$ cat config.mk
export PLATFORM = sky130hd
export DESIGN_NAME = execute_multicycle_ctrl
export DESIGN_NICKNAME = d
export VERILOG_FILES = /design/src/rtl/execute_multicycle_ctrl.sv
export SDC_FILE = /design/constraint.sdc
export NUM_CORES = 1
export LEC_CHECK = 0
export BUFFER_PORTS_ARGS = -buffer_cell sky130_fd_sc_hd__buf_2
export CORE_AREA = 2 2 101 103
export DETAILED_ROUTE_END_ITERATION = 7
export DIE_AREA = 0 0 103 105
export PLACE_DENSITY = 0.69
export SLEW_MARGIN = 40
export SYNTH_ARGS = -nofsm -noshare
export SYNTH_HDL_FRONTEND = slang
export SYNTH_SLANG_ARGS = --single-unit
export TNS_END_PERCENT = 20
$ cat constraint.sdc
create_clock -name clk -period 2.25 [get_ports clk]
set_input_delay 0.225 -clock clk [delete_from_list [all_inputs] [get_ports clk]]
set_output_delay 0.225 -clock clk [all_outputs]
set_load 0.005 [all_outputs]
$ cat src/rtl/execute_multicycle_ctrl.sv
// Execute-stage sequencer: retires single-cycle ops or starts and tracks one long-latency unit op.
// Latency: single-cycle ops write back 1 cycle after accept; long ops write back 1 cycle after the unit's ready.
// Backpressure: issue_ready is high only in IDLE, so the core stalls while a long op is outstanding or draining.
//
// Ports:
//   clk, rst (async active-low)
//   issue_valid/issue_ready/issue_unit/issue_wren/issue_waddr/issue_wdata/issue_pc : decode -> execute handshake
//   clear                          : pipeline flush
//   unit_req/unit_ready/unit_result: start pulse, result-valid pulse and packed results per long unit
//   stall                          : inverse of issue_ready
//   fwd_wren/fwd_waddr/fwd_wdata   : combinational value that will be written back next cycle
//   wb_wren/wb_waddr/wb_wdata      : registered register-file write port (one-cycle pulse)
//   exc_valid/exc_cause/exc_pc     : watchdog exception (only with EXEC_TIMEOUT_EN)
//
// Build option: define EXEC_TIMEOUT_EN to add the long-op watchdog; otherwise long ops wait forever.
module execute_multicycle_ctrl #(
  parameter int XLEN    = 32,
  parameter int NUNITS  = 2,
  parameter int TIMEOUT = 64
) (
  input  logic                   clk,
  input  logic                   rst,
  input  logic                   issue_valid,
  output logic                   issue_ready,
  input  logic [2:0]             issue_unit,
  input  logic                   issue_wren,
  input  logic [4:0]             issue_waddr,
  input  logic [XLEN-1:0]        issue_wdata,
  input  logic [XLEN-1:0]        issue_pc,
  input  logic                   clear,
  output logic [NUNITS-1:0]      unit_req,
  input  logic [NUNITS-1:0]      unit_ready,
  input  logic [NUNITS*XLEN-1:0] unit_result,
  output logic                   stall,
  output logic                   fwd_wren,
  output logic [4:0]             fwd_waddr,
  output logic [XLEN-1:0]        fwd_wdata,
  output logic                   wb_wren,
  output logic [4:0]             wb_waddr,
  output logic [XLEN-1:0]        wb_wdata,
  output logic                   exc_valid,
  output logic [2:0]             exc_cause,
  output logic [XLEN-1:0]        exc_pc
);

  typedef enum logic [1:0] {
    S_IDLE  = 2'd0,
    S_WAIT  = 2'd1,
    S_FLUSH = 2'd2
  } state_t;

  state_t            r_state;
  state_t            w_state_nxt;

  logic [2:0]        r_unit;
  logic [4:0]        r_waddr;
  logic              r_wren;

  logic              w_accept;
  logic              w_is_long;
  logic              w_sel_ready;
  logic [XLEN-1:0]   w_sel_result;
  logic              w_timeout;
  logic              w_exc_fire;

  logic              r_wb_wren;
  logic [4:0]        r_wb_waddr;
  logic [XLEN-1:0]   r_wb_wdata;

  assign issue_ready = (r_state == S_IDLE);
  assign stall       = ~issue_ready;
  assign w_accept    = issue_valid & issue_ready & ~clear;

  // Unit codes above NUNITS fall back to the single-cycle path.
  assign w_is_long = (issue_unit != 3'd0) && (issue_unit <= 3'(NUNITS));

  // Start pulse only exists on the accepting cycle; out-of-range codes match no bit.
  always_comb begin
    unit_req = '0;
    for (int k = 1; k <= NUNITS; k++) begin
      unit_req[k-1] = w_accept && (issue_unit == 3'(k));
    end
  end

  // Only the latched unit's ready/result are observed; the others are don't-care.
  always_comb begin
    w_sel_ready  = 1'b0;
    w_sel_result = '0;
    for (int k = 1; k <= NUNITS; k++) begin
      if (r_unit == 3'(k)) begin
        w_sel_ready  = unit_ready[k-1];
        w_sel_result = unit_result[k*XLEN-1 -: XLEN];
      end
    end
  end

  always_ff @(posedge clk or negedge rst) begin
    if (!rst) begin
      r_state <= S_IDLE;
    end else begin
      r_state <= w_state_nxt;
    end
  end

  // Next state plus forwarding value; a ready in the same cycle as a timeout wins.
  always_comb begin
    w_state_nxt = r_state;
    fwd_wren    = 1'b0;
    fwd_waddr   = '0;
    fwd_wdata   = '0;
    w_exc_fire  = 1'b0;
    case (r_state)
      S_IDLE: begin
        if (w_accept) begin
          if (w_is_long) begin
            w_state_nxt = S_WAIT;
          end else if (issue_wren && (issue_waddr != 5'd0)) begin
            fwd_wren  = 1'b1;
            fwd_waddr = issue_waddr;
            fwd_wdata = issue_wdata;
          end
        end
      end
      S_WAIT: begin
        if (w_sel_ready) begin
          w_state_nxt = S_IDLE;
          if (!clear && r_wren && (r_waddr != 5'd0)) begin
            fwd_wren  = 1'b1;
            fwd_waddr = r_waddr;
            fwd_wdata = w_sel_result;
          end
        end else if (w_timeout) begin
          w_state_nxt = S_IDLE;
          w_exc_fire  = 1'b1;
        end else if (clear) begin
          w_state_nxt = S_FLUSH;
        end
      end
      S_FLUSH: begin
        // The flushed op's result is dropped; further clears change nothing.
        if (w_sel_ready || w_timeout) begin
          w_state_nxt = S_IDLE;
        end
      end
      default: begin
        w_state_nxt = S_IDLE;
      end
    endcase
  end

  always_ff @(posedge clk or negedge rst) begin
    if (!rst) begin
      r_unit  <= '0;
      r_waddr <= '0;
      r_wren  <= 1'b0;
    end else if (w_accept && w_is_long) begin
      r_unit  <= issue_unit;
      r_waddr <= issue_waddr;
      r_wren  <= issue_wren;
    end
  end

  always_ff @(posedge clk or negedge rst) begin
    if (!rst) begin
      r_wb_wren  <= 1'b0;
      r_wb_waddr <= '0;
      r_wb_wdata <= '0;
    end else begin
      r_wb_wren  <= fwd_wren;
      r_wb_waddr <= fwd_waddr;
      r_wb_wdata <= fwd_wdata;
    end
  end

  assign wb_wren  = r_wb_wren;
  assign wb_waddr = r_wb_waddr;
  assign wb_wdata = r_wb_wdata;

`ifdef EXEC_TIMEOUT_EN
  logic [7:0]      r_cnt;
  logic [XLEN-1:0] r_pc;
  logic            r_exc_valid;
  logic [2:0]      r_exc_cause;
  logic [XLEN-1:0] r_exc_pc;

  assign w_timeout = (r_cnt == 8'(TIMEOUT - 1));

  // Restart on every entry into a waiting state (IDLE->WAIT and WAIT->FLUSH).
  always_ff @(posedge clk or negedge rst) begin
    if (!rst) begin
      r_cnt <= '0;
    end else if ((w_state_nxt != r_state) && (w_state_nxt != S_IDLE)) begin
      r_cnt <= '0;
    end else if (r_state != S_IDLE) begin
      r_cnt <= r_cnt + 8'd1;
    end
  end

  always_ff @(posedge clk or negedge rst) begin
    if (!rst) begin
      r_pc <= '0;
    end else if (w_accept && w_is_long) begin
      r_pc <= issue_pc;
    end
  end

  always_ff @(posedge clk or negedge rst) begin
    if (!rst) begin
      r_exc_valid <= 1'b0;
      r_exc_cause <= '0;
      r_exc_pc    <= '0;
    end else begin
      r_exc_valid <= w_exc_fire;
      r_exc_cause <= w_exc_fire ? r_unit : 3'd0;
      r_exc_pc    <= w_exc_fire ? r_pc : '0;
    end
  end

  assign exc_valid = r_exc_valid;
  assign exc_cause = r_exc_cause;
  assign exc_pc    = r_exc_pc;
`else
  logic w_unused;

  // Without the watchdog the pc and limit have no consumer.
  assign w_timeout = 1'b0;
  assign w_unused  = ^{issue_pc, w_exc_fire, (TIMEOUT > 0)};
  assign exc_valid = 1'b0;
  assign exc_cause = '0;
  assign exc_pc    = '0;
`endif

endmodule

Word level (Yosys, flattened, before mapping):

Cells that the tools add are included.

* multiply operators: 0
* shift-type cells: 0
* muxes and demuxes: 28
* add/subtract/negate cells: 0
* bitwise gates (word level): 4
* reductions and logical operators: 13
* div/mod/pow operators: 0
* order comparisons: 1
* equality and inequality tests: 10

Operators by type and width (number)
* 2-to-1 mux 32 bit: 7
* case mux 32 bit (2 select lines): 1
* 2-to-1 mux 5 bit: 5
* 2-to-1 mux 2 bit: 5
* case mux 5 bit (2 select lines): 1
* nonzero test 5 bit: 2
* logical AND 1 bit: 7
* 2-to-1 mux 1 bit: 7
* == test 3 x 1 -> 1 bit, second input constant: 2
* == test 3 x 2 -> 1 bit, second input constant: 2
* case mux 2 bit (3 select lines): 1
* != test 2 x 1 -> 1 bit, second input constant: 2
* AND reduction 4 bit: 1
* less-or-equal comparator 3 x 2 -> 1 bit, second input constant: 1
* != test 3 bit, second input constant: 1
* nonzero test 3 bit: 1
* bitwise AND 1 bit: 2
* == test 2 x 1 -> 1 bit, second input constant: 1
* == test 2 bit, second input constant: 1
* zero test 2 bit: 1
* != test 2 bit, second input constant: 1
* inverter 1 bit: 2
* case mux 1 bit (2 select lines): 1
* zero test 1 bit: 1

* register bits after elaboration: 49
* output and inout port bits: 116
* input bits: 143
* memories: 0
* latch bits: 0
* ROM bits: 0
* bits in writable memories: 0
* logic and storage cells: 63

Depth between registers and ports, before layout:

* depth after elaboration: 6
* gate-level depth with buffers: 5
* gate-level depth less buffers: 4

Worst setup path after synthesis:

OpenSTA, ideal clock, no wires.

* path type: register -> register
* start: register r_state[0]
* end: register r_waddr[0]
* setup slack: 549 ps
* stages on the path, launching flop included: 4
* buffers on the path: 0
* period minus slack after synthesis: 1701 ps
* data arrival time: 1576 ps
* library setup time: 125 ps
* required time: 2125 ps
* cell sequence: dfrtp_1 > or4b_4 > nor3_4 > mux2_2

* longest elaborated chain between the ends: 4

Ends and longest elaborated chain
* start, declared: RTL line 52 `state_t r_state;`
* start signal, assigned: RTL line 101 `r_state <= w_state_nxt;`
* zero test 2 bit: RTL line 70 `assign issue_ready = (r_state == S_IDLE);`
* bitwise AND 1 bit (2 in a row): RTL line 72 `assign w_accept = issue_valid & issue_ready & ~clear;`
* logical AND 1 bit: RTL line 156 `end else if (w_accept && w_is_long) begin`
* end signal, assigned: RTL line 158 `r_waddr <= issue_waddr;`
* end, declared: RTL line 56 `logic [4:0] r_waddr;`

No other way between the ends.
A chain may end at the register's enable or synchronous reset.

Worst setup path in the final report:

* start: register r_waddr[0]
* end: output port fwd_wdata[24]

* longest elaborated chain between the ends: 5

Ends and longest elaborated chain
* nonzero test 5 bit: RTL line 127 `if (!clear && r_wren && (r_waddr != 5'd0)) begin`
* logical AND 1 bit: RTL line 127
* 2-to-1 mux 32 bit: RTL line 127
* 2-to-1 mux 32 bit: RTL line 125 `if (w_sel_ready) begin`
* case mux 32 bit (2 select lines): RTL line 112 `case (r_state)`
* end, declared: RTL line 37 `output logic [XLEN-1:0] fwd_wdata,`

No other way between the ends.

==> impl_metrics.ini <==
[yosys]
ys_seq_area_share_pct = 50.0
synth_area_um2 = 2450
synthCells = 204
muxShareOfSynthArea_pct = 2.76
synth-simple-area-share_pct = 7.15
synth_xor_xnor_area_share_pct = 0.357
synthAdderAreaFrac_pct = 0
ys.flop_type = dfrtp_1
avgSynthCellArea_um2 = 12.0
ys_warn_count = 0
synth_top_family_by_area = compound AO/OA/AOI/OAI gates
synth-seq-cells = 49
ys_types = 33
async_reset_ff_share_pct = 100
synth_edf_count = 0
synth_compound_area_share_pct = 25.6

[critical_path]
cp_max_fo = 17
crit_type = reg -> out
start_kind = register
worstPathRequired_ps = 2030
worstSetupEndpointType = output port
critical_path_arrival_ps = 1950

[cells_and_area]
num-fill-cells = 971
layout_common_cells = buf_2 (190), dfrtp_1 (49), conb_1 (36)
area_delta_synth_final_pct = 48.7
antenna_cells = 0
fin_nets = 543
fin_util_pct = 37.8
drive_gt1_share_pct = 59.1
mostFrequentLayoutCell = buf_2

[global_routing]
grt_usage_pct = 13.4
overflow = 0
grt_max_degree = 28
antenna_found_initial = 0
grt_first_pass_wirelength_um = 11400
first_global_vias = 2387

[sta]
clock.fmax_mhz = 459
clock_skew_ps = 14.6
fin_crit_sh_pct = 96.8
hold_viol_final = 0
setup_viol = 0
drv_slew = 0
timing.final.crit_period_ps = 2180

[clock_tree]
numCtsBuffers = 5
cts_num_sinks = 49
root_buffer = clkbuf_8
htreeDepth = 2
clk_pin_slew_ps = 110
clock_latency_ps = 310
clock_path_buffers = 2
tritoncts = yes

[floorplan]
core_um2 = 9640
die_area_um2 = 10800
initial_core_util_pct = 25.4
dieHeight_um = 105
boundaryPins = 259
rows = 36
die_w_um = 103

[run]
drv_cap = 0

[min_path]
hp-class = in -> reg

[power]
p_leak_nw = 2.00
powerDensity_nw_per_um2 = 620
vdd_ir_drop_max_v = 0.000231
total_power_mw = 2.26

[route]
viasPerCell = 4.52
vias = 2416
drtIter0Drc = 73
drc = 0
routed_wl_um = 7720
first_pass_iters = 4
drtAntennaViolNets = 0
wl_per_cell_um = 14.5

[placement]
port-buffer-count = 190
place_congestion = 0.755
hpwl_um = 6260

[outcome]
status = finished, final reports clean
metrics by stage:
stage / cells / TNS, ps / hold slack [ps] / cell area (µm²) / setup WS [ps]
floorplan: 239 / 0 / -70.6 / 2580 / 549
global placement: 524 / 0 / 211 / 3450 / 231
detailed placement: 524 / 0 / 214 / 3450 / 207
CTS: 534 / 0 / 139 / 3570 / 8.18
global route: 534 / -3.50 / 137 / 3640 / -3.50
finish: 534 / 0 / 151 / 3640 / 71.3
timing repair:
| item | CTS | global route |
|---|---|---|
| setup endpoints to repair | 33 | 30 |
| pin swaps | 1 | 1 |
| hold buffers | 1 | 0 |
| gates resized for setup | 2 | 14 |
| endpoints found under the hold margin | 22 | 0 |
| buffers inserted | 1 | 0 |
synth_stat cells, types with 2 or more instances:
cell type	number	area share (%)
inv_1	3	0.46
mux2_2	6	2.8
buf_2	3	0.61
dfrtp_1	49	50
a22o_1	5	1.8
nand3b_1	3	0.92
a22oi_1	32	9.8
clkbuf_1	6	0.92
or4_1	2	0.61
a21oi_1	2	0.41
nand2b_1	2	0.51
o2bb2ai_1	32	11
buf_4	39	12
cell families after synthesis:
logic type,Yosys count
XOR/XNOR,1
multiplexers,6
flip-flops,49
buffers and inverters,51
AO/OA/AOI/OAI,77
other,1
AND/OR/NAND/NOR,19
critical path: stages (launching register included):
cell and delay, ps:
dfrtp_1 420, or4_4 540, o21ai_2 180, buf_6 230
o2bb2ai_1 130, buf_2 140
layout make-up:
type	instances	area, µm²	area share, %
inverters	3	11.3	0.309
well taps	133	166	4.57
flip-flops and latches	49	1230	33.6
clock buffers	5	68.8	1.89
multi-input cells	139	1090	29.9
clock inverters	3	25.0	0.687
repair buffers	202	1060	29.0
power by group:
part / internal [mW] / switching, mW / leakage [nW]
registers: 0.960 / 0.0610 / 0.661
logic: 0.322 / 0.374 / 1.30
clock network: 0.225 / 0.318 / 0.0447
total: 1.51 / 0.752 / 2.00
worst paths after layout:
check | start | end | slack [ps] | depth (start not counted)
min in group asynchronous | rst | wb_waddr[2] | 410 | 2
worst min register to register | r_wren | r_wren | 520 | 1
max in group asynchronous | rst | wb_wdata[30] | 1060 | 3
worst max-delay path | r_waddr[0] | fwd_wdata[24] | 70 | 5
worst max register to register | r_state[0] | r_waddr[2] | 380 | 3
worst min-delay path | issue_wdata[7] | wb_wdata[7] | 150 | 2
state kept, by name (all words and copies together) (netlist names):
register	cells
r_wren	1
r_unit	3
wb_wdata	32
r_state	2
r_waddr	5
wb_wren	1
wb_waddr	5
per-layer routing:
layer | track usage (%) | part of all wire (%) | vias up | wire, µm
li1 | - | - | 1101 | -
met1 | 15.0 | 38 | 1142 | 2920
met2 | 25.6 | 53 | 171 | 4090
met3 | 2.01 | 8.6 | 2 | 662
met4 | 3.67 | 0.63 | 0 | 49
met5 | 0 | 0 | - | 0
(Power assumes the default switching activity.)
